File: src/rtl/if_mem_ctrl_pkg.sv
// if_mem_ctrl_pkg: shared types and widths for the fetch-side memory responder.
// Holds FSM state encoding, instruction/byte widths and the zero word.
package if_mem_ctrl_pkg;

  localparam int INST_BYTES = 4;
  localparam int INST_W     = 32;
  localparam int BYTE_W     = 8;

  localparam logic [INST_W-1:0] ZERO_WORD = '0;

  typedef enum logic {
    IF_MEM_IDLE = 1'b0,
    IF_MEM_BUSY = 1'b1
  } if_mem_state_e;

endpackage

File: src/rtl/if_mem_ctrl_if.sv
// if_mem_ctrl_if: fetch request/response handshake plus byte-memory read port.
// slave = responder (if_mem_ctrl); master = fetch stage + memory side.
interface if_mem_ctrl_if
  import if_mem_ctrl_pkg::*;
#(
  parameter int ADDR_WIDTH     = 32,
  parameter int MEM_ADDR_WIDTH = 17
) ();

  logic                      req_i;
  logic [ADDR_WIDTH-1:0]     addr_i;
  logic                      flush_i;
  logic                      rdy_o;
  logic                      inst_valid_o;
  logic [INST_W-1:0]         inst_o;
  logic [ADDR_WIDTH-1:0]     inst_pc_o;
  logic                      mem_rd_o;
  logic [MEM_ADDR_WIDTH-1:0] mem_addr_o;
  logic [BYTE_W-1:0]         mem_data_i;

  modport slave (
    input  req_i,
    input  addr_i,
    input  flush_i,
    input  mem_data_i,
    output rdy_o,
    output inst_valid_o,
    output inst_o,
    output inst_pc_o,
    output mem_rd_o,
    output mem_addr_o
  );

  modport master (
    output req_i,
    output addr_i,
    output flush_i,
    output mem_data_i,
    input  rdy_o,
    input  inst_valid_o,
    input  inst_o,
    input  inst_pc_o,
    input  mem_rd_o,
    input  mem_addr_o
  );

endinterface

File: src/rtl/if_mem_ctrl.sv
// if_mem_ctrl: reads 4 bytes per fetch from a 1-cycle byte memory, returns LE word.
// Ports: clk, rst (sync, active-high), bus (if_mem_ctrl_if.slave).
module if_mem_ctrl
  import if_mem_ctrl_pkg::*;
#(
  parameter int ADDR_WIDTH     = 32,
  parameter int MEM_ADDR_WIDTH = 17
) (
  input  logic            clk,
  input  logic            rst,
  if_mem_ctrl_if.slave    bus
);

  if_mem_state_e           r_state;
  if_mem_state_e           w_state_nxt;
  logic [ADDR_WIDTH-1:0]   r_base;
  logic [2:0]              r_issue_cnt;
  logic [1:0]              r_recv_cnt;
  logic                    r_pend;
  logic [23:0]             r_asm;
  logic [INST_W-1:0]       r_inst;
  logic [ADDR_WIDTH-1:0]   r_pc;
  logic                    r_valid;

  logic                    w_accept;
  logic                    w_issue;
  logic                    w_flush;
  logic [MEM_ADDR_WIDTH-1:0] w_mem_addr;

  always_ff @(posedge clk) begin
    if (rst) r_state <= IF_MEM_IDLE;
    else     r_state <= w_state_nxt;
  end

  always_comb begin
    w_state_nxt = r_state;
    w_accept    = 1'b0;
    w_issue     = 1'b0;
    w_flush     = 1'b0;
    unique case (r_state)
      IF_MEM_IDLE: begin
        if (bus.req_i) begin
          w_accept    = 1'b1;
          w_state_nxt = IF_MEM_BUSY;
        end
      end
      IF_MEM_BUSY: begin
        w_issue = (r_issue_cnt < 3'd4);
        if (bus.flush_i) begin
          // Redirect: a same-cycle request restarts
          // the fetch instead of dropping to IDLE.
          w_flush     = 1'b1;
          w_accept    = bus.req_i;
          w_state_nxt = bus.req_i ? IF_MEM_BUSY
                                  : IF_MEM_IDLE;
        end else if (r_pend && r_recv_cnt == 2'd3) begin
          w_state_nxt = IF_MEM_IDLE;
        end
      end
      default: w_state_nxt = IF_MEM_IDLE;
    endcase
  end

  assign w_mem_addr = r_base[MEM_ADDR_WIDTH-1:0]
                    + MEM_ADDR_WIDTH'(r_issue_cnt);

  always_ff @(posedge clk) begin
    if (rst) begin
      r_base      <= '0;
      r_issue_cnt <= '0;
      r_recv_cnt  <= '0;
      r_pend      <= 1'b0;
      r_asm       <= '0;
      r_inst      <= ZERO_WORD;
      r_pc        <= '0;
      r_valid     <= 1'b0;
    end else begin
      r_valid <= 1'b0;
      if (w_accept) begin
        r_base      <= bus.addr_i;
        r_issue_cnt <= '0;
        r_recv_cnt  <= '0;
        r_pend      <= 1'b0;
      end else if (w_flush) begin
        r_issue_cnt <= '0;
        r_recv_cnt  <= '0;
        r_pend      <= 1'b0;
      end else begin
        // r_pend marks a byte landing on
        // mem_data_i at the coming edge.
        r_pend <= w_issue;
        if (w_issue)
          r_issue_cnt <= r_issue_cnt + 3'd1;
        if (r_pend) begin
          r_recv_cnt <= r_recv_cnt + 2'd1;
          unique case (r_recv_cnt)
            2'd0: r_asm[7:0]   <= bus.mem_data_i;
            2'd1: r_asm[15:8]  <= bus.mem_data_i;
            2'd2: r_asm[23:16] <= bus.mem_data_i;
            2'd3: begin
              r_inst  <= {bus.mem_data_i, r_asm};
              r_pc    <= r_base;
              r_valid <= 1'b1;
            end
            default: ;
          endcase
        end
      end
    end
  end

  assign bus.rdy_o        = (r_state == IF_MEM_IDLE);
  assign bus.mem_rd_o     = w_issue;
  assign bus.mem_addr_o   = w_issue ? w_mem_addr : '0;
  assign bus.inst_valid_o = r_valid;
  assign bus.inst_o       = r_inst;
  assign bus.inst_pc_o    = r_pc;

endmodule

File: src/flat_wrapper.sv
// flat-port wrapper written by rule: the top's interface ports become plain ports
module if_mem_ctrl_flat import if_mem_ctrl_pkg::*;
#(
  parameter int ADDR_WIDTH     = 32,
  parameter int MEM_ADDR_WIDTH = 17
)
  (clk, rst, bus_req_i, bus_addr_i, bus_flush_i, bus_mem_data_i, bus_rdy_o, bus_inst_valid_o, bus_inst_o, bus_inst_pc_o, bus_mem_rd_o, bus_mem_addr_o);
  if_mem_ctrl_if #(.ADDR_WIDTH(ADDR_WIDTH), .MEM_ADDR_WIDTH(MEM_ADDR_WIDTH)) bus_i ();
  input  logic clk;
  input  logic rst;
  input wire logic [$bits(bus_i.req_i)-1:0] bus_req_i;
  input wire logic [$bits(bus_i.addr_i)-1:0] bus_addr_i;
  input wire logic [$bits(bus_i.flush_i)-1:0] bus_flush_i;
  input wire logic [$bits(bus_i.mem_data_i)-1:0] bus_mem_data_i;
  output wire logic [$bits(bus_i.rdy_o)-1:0] bus_rdy_o;
  output wire logic [$bits(bus_i.inst_valid_o)-1:0] bus_inst_valid_o;
  output wire logic [$bits(bus_i.inst_o)-1:0] bus_inst_o;
  output wire logic [$bits(bus_i.inst_pc_o)-1:0] bus_inst_pc_o;
  output wire logic [$bits(bus_i.mem_rd_o)-1:0] bus_mem_rd_o;
  output wire logic [$bits(bus_i.mem_addr_o)-1:0] bus_mem_addr_o;
  assign bus_i.req_i = bus_req_i;
  assign bus_i.addr_i = bus_addr_i;
  assign bus_i.flush_i = bus_flush_i;
  assign bus_i.mem_data_i = bus_mem_data_i;
  assign bus_rdy_o = bus_i.rdy_o;
  assign bus_inst_valid_o = bus_i.inst_valid_o;
  assign bus_inst_o = bus_i.inst_o;
  assign bus_inst_pc_o = bus_i.inst_pc_o;
  assign bus_mem_rd_o = bus_i.mem_rd_o;
  assign bus_mem_addr_o = bus_i.mem_addr_o;
  if_mem_ctrl #(.ADDR_WIDTH(ADDR_WIDTH), .MEM_ADDR_WIDTH(MEM_ADDR_WIDTH)) u_core (.clk(clk), .rst(rst), .bus(bus_i));
endmodule
File: config.mk
export PLATFORM = sky130hd
export DESIGN_NAME = if_mem_ctrl_flat
export DESIGN_NICKNAME = d
export VERILOG_FILES = /design/src/rtl/if_mem_ctrl_pkg.sv /design/src/rtl/if_mem_ctrl_if.sv /design/src/rtl/if_mem_ctrl.sv /design/src/flat_wrapper.sv
export SDC_FILE = /design/constraint.sdc
export NUM_CORES = 1
export LEC_CHECK = 0
export ABC_AREA = 1
export ABC_CLOCK_PERIOD_IN_PS = 1900
export CORE_MARGIN = 3
export CORE_UTILIZATION = 45
export DETAILED_ROUTE_END_ITERATION = 8
export PLACE_DENSITY = 0.73
export SYNTH_ARGS = -nofsm -noshare
export SYNTH_HDL_FRONTEND = slang
export SYNTH_SLANG_ARGS = --single-unit
File: constraint.sdc
create_clock -name clk -period 1.9 [get_ports clk]
set_input_delay 0.38 -clock clk [delete_from_list [all_inputs] [get_ports clk]]
set_output_delay 0.38 -clock clk [all_outputs]
set_load 0.02 [all_outputs]
==> summary.md <==
| Metric | Value |
|---|---|
| Status | finished, violations left |
| Violated checks | negative setup slack |
| First-pass GRT wire length | 24500 um |
| Lkg Pwr | 0.00289 uW |
| Netlist cell types | 23 |
| Drt first-iter violations | 302 |
| GPL Wtd Cong | 0.895 |
| Remaining DRCs | 0 |
| Starting Density | 0.471 |
| Setup WS post-layout | -0.531 ns |
| Reg2Reg Depth | 7 |
| Sink Count | 128 |
| Worst IR Drop VDD | 0.000548 V |
| Layout Cells excl Fill | 1012 |
| Area grow syn2layout | 48.8% |
| Yosys warning total | 0 |
| Core box area | 0.0111 mm2 |
| Worst slew pin tran | 0.384 ns |
| Post-DRT Antenna Nets | 0 |
| Final setup vio count | 16 |
| Crit path DAT | 2.05 ns |
| Grt total ovfl | 0 |
| Commonest cells post-synth | 142 x nand2_1, 128 x dfxtp_1, 106 x a21oi_1 |
| Synth area leaders | dfxtp_1 49%, nand2_1 10%, a21oi_1 10% |
| Syn Nets | 748 |
| I/O pins | 128 |
| Power consumption | 6740 uW |
| Largest net degree at the start of global routing | 91 |
| Total Routed Length | 14900 um |
| Chip height | 114 um |
| H-tree depth | 4 |
| Yosys reg bits | 128 |
| Vias per cell | 5.24 |
| Port Buf Inserts | 127 |
| R2R Path Start | u_core.r_recv_cnt[0] |
| Crit path max-delay cell type | dfxtp_2 |
| HP Class | in -> reg |
| Hold_sp | rst |
| MaxCap Viol Count | 0 |
| Clock period minus worst slack | 2.43 ns |
| WHS Endpoint | u_core.r_base[27] |
| Row count | 38 |
| Layout Nets | 912 |
| Crit end category | primary output |
| RSZ-0062 raised after global routing | true |
| Cell mode on critical path | nand2_2 |
| Int Power | 5120 uW |
| DR vias | 5298 |
| Drt wl/cell | 14.7 um |
| Setup Total Neg Slack | -5.77 ns |
| TritonCTS clock tree | yes |
| Hold slack | 0.377 ns |
| Final Max Slew Viols | 0 |
| Mean Syn Cell Area | 7.54 um2 |
| Clock Skew | 0.0101 ns |
| Final period util | 1.28 |
| Total GRT Usage | 0.232 |
| Sequential-to-total area share from yosys stat | 0.489 |
| Ant diodes | 0 |
| Sequential Power Share | 0.415 |
| Cell taking the most area after synthesis | dfxtp_1 |
| CP Class | reg -> out |
| Logic pwr share | 0.093 |
| Crit-path max cell delay | 0.36 ns |
| FMAX | 0.411 GHz |
| Initial antenna violation count | 0 |
| DRT Pass-1 Iters | 5 |
| Most common flop cell mapped by yosys | dfxtp_1 |
| Data required, critical path | 1.52 ns |
| DP HPWL | 9870 um |
| Worst skew pair latency | 0.41 ns |
| Worst relative slew slack | 0.744 |
| Post-Synthesis Cells | 695 |
| R2r endpoint | u_core.r_asm[21] |
| Sw power | 1620 uW |
| Sw frac | 0.240 |
| Crit path cell chain | ha_4, inv_2, fa_2, inv_2, nand2_2, nand2_2, nand2_4, nor2_4, nand3_2, nand2_2, nor2_2, buf_6 |
| Clk root buf | clkbuf_16 |
| CP max FO | 2 |
| Cts hold-fix bufs | 0 |
| Post-synth EDFFs | 0 |
| TritonCTS buffer count | 17 |
| Final core occ | 0.701 |
| Clk slew on worst S/H paths | 0.06 ns |
| Top cell type's share of synthesized area | 0.489 |
| Vias in the first global route | 5212 |
| Worst hold path depth | 4 |
| Reg2Reg Setup Slack | 0.34 ns |
| Placed Cells | 972 |
| Mapped cell area | 0.00524 mm2 |
| Die width | 114 um |
| CP startpoint kind | flop |
| Synth async-reset ratio | 0 |
| Layout cells sized above 1 | 0.195 |
| Most frequent cell after synthesis | nand2_1 |
| Power per Cell Area | 864 mW/mm2 |
| Fin. Hold Viols | 0 |
| Clock power frac | 0.492 |
| Maximum root-to-sink buffer count | 2 |
| DIE AREA | 0.0130 mm2 |
-- area by class of cell --
cell class / instances / area (um2)
repair buffers: 190 / 1840
inverters: 30 / 115
flip-flops and latches: 128 / 2570
fillers: 906 / 3330
multi-input cells: 492 / 2490
clock buffers: 17 / 425
well taps: 140 / 175
clock inverters: 15 / 185
-- cell usage in the layout (no fill, tap or decap), types with 8 or more instances in the layout --
| cell type | n |
|---|---|
| a21oi_1 | 101 |
| buf_12 | 9 |
| buf_4 | 61 |
| buf_6 | 9 |
| clkbuf_16 | 17 |
| clkdlybuf4s50_1 | 107 |
| dfxtp_1 | 122 |
| inv_1 | 20 |
| nand2_1 | 130 |
| nand2_2 | 8 |
| nand3_1 | 92 |
| nor2_1 | 80 |
| o21ai_0 | 32 |
-- per-layer routing --
metal	vias up	share of wire	track usage
met3	26	0.071	0.0679
met4	0	0.023	0.0903
met5	-	0	0
met2	175	0.48	0.393
met1	2470	0.42	0.278
li1	2627	-	-
-- through the flow --
step	worst slack, ns	instance area (um2)
after floorplan	-0.0210	5300
after global routing	-0.650	7800
after global placement	-0.580	6980
final	-0.531	7800
after detailed placement	-0.601	6980
after CTS	-0.521	7710
-- state kept, by name, summed over array words and instances, names as in the netlist --
signal                   count
u_core.r_base               32
u_core.r_state               1
u_core.r_recv_cnt            2
u_core.bus.inst_valid_o      1
u_core.bus.inst_o           32
u_core.bus.inst_pc_o        32
u_core.r_issue_cnt           3
u_core.r_asm                24
u_core.r_pend                1
-- timing repair --
action                     in CTS  in global routing
pin swaps                      13                 16
setup endpoints to repair      19                 17
buffers inserted                5                  3
resized for setup             125                 19
-- critical path: cells and delay by family, from the launching register on --
family / cells / cell delay (ns)
adder cells (fa/ha/maj): 2 / 0.48
buffers and inverters: 3 / 0.25
flip-flops: 1 / 0.36
AND/OR/NAND/NOR: 7 / 0.56
-- kinds of logic (layout without fill, tap and decap cells) --
family,Yosys count,count (layout),synth area share
adder cells (fa/ha/maj),9,9,0.0229
AO/OA/AOI/OAI,147,147,0.142
AND/OR/NAND/NOR,335,335,0.266
XOR/XNOR,1,1,0.00167
flip-flops,128,128,0.489
buffers and inverters,75,252,0.0783
-- power by group through the flow --
stage / Clock (uW) / Combinational [uW] / Sequential (uW)
2_1_floorplan: 0 / 294 / 2850
3_3_place_gp: 0 / 582 / 2850
3_5_place_dp: 0 / 593 / 2850
4_1_cts: 3370 / 608 / 2800
5_1_grt: 3510 / 678 / 2800
6_report: 3320 / 624 / 2800
-- worst max path at each step --
stage	start	end	slack [ns]	depth (start not counted)
global placement	u_core.r_base[0]	bus_mem_addr_o[10]	-0.58	11
CTS	u_core.r_base[0]	bus_mem_addr_o[10]	-0.52	11
detailed placement	u_core.r_base[0]	bus_mem_addr_o[10]	-0.60	11
floorplan	u_core.r_issue_cnt[0]	bus_mem_addr_o[8]	-0.02	10
global route	u_core.r_base[0]	bus_mem_addr_o[10]	-0.65	11
finish	u_core.r_base[0]	bus_mem_addr_o[14]	-0.53	12
Power figures use the tool's default switching activity.
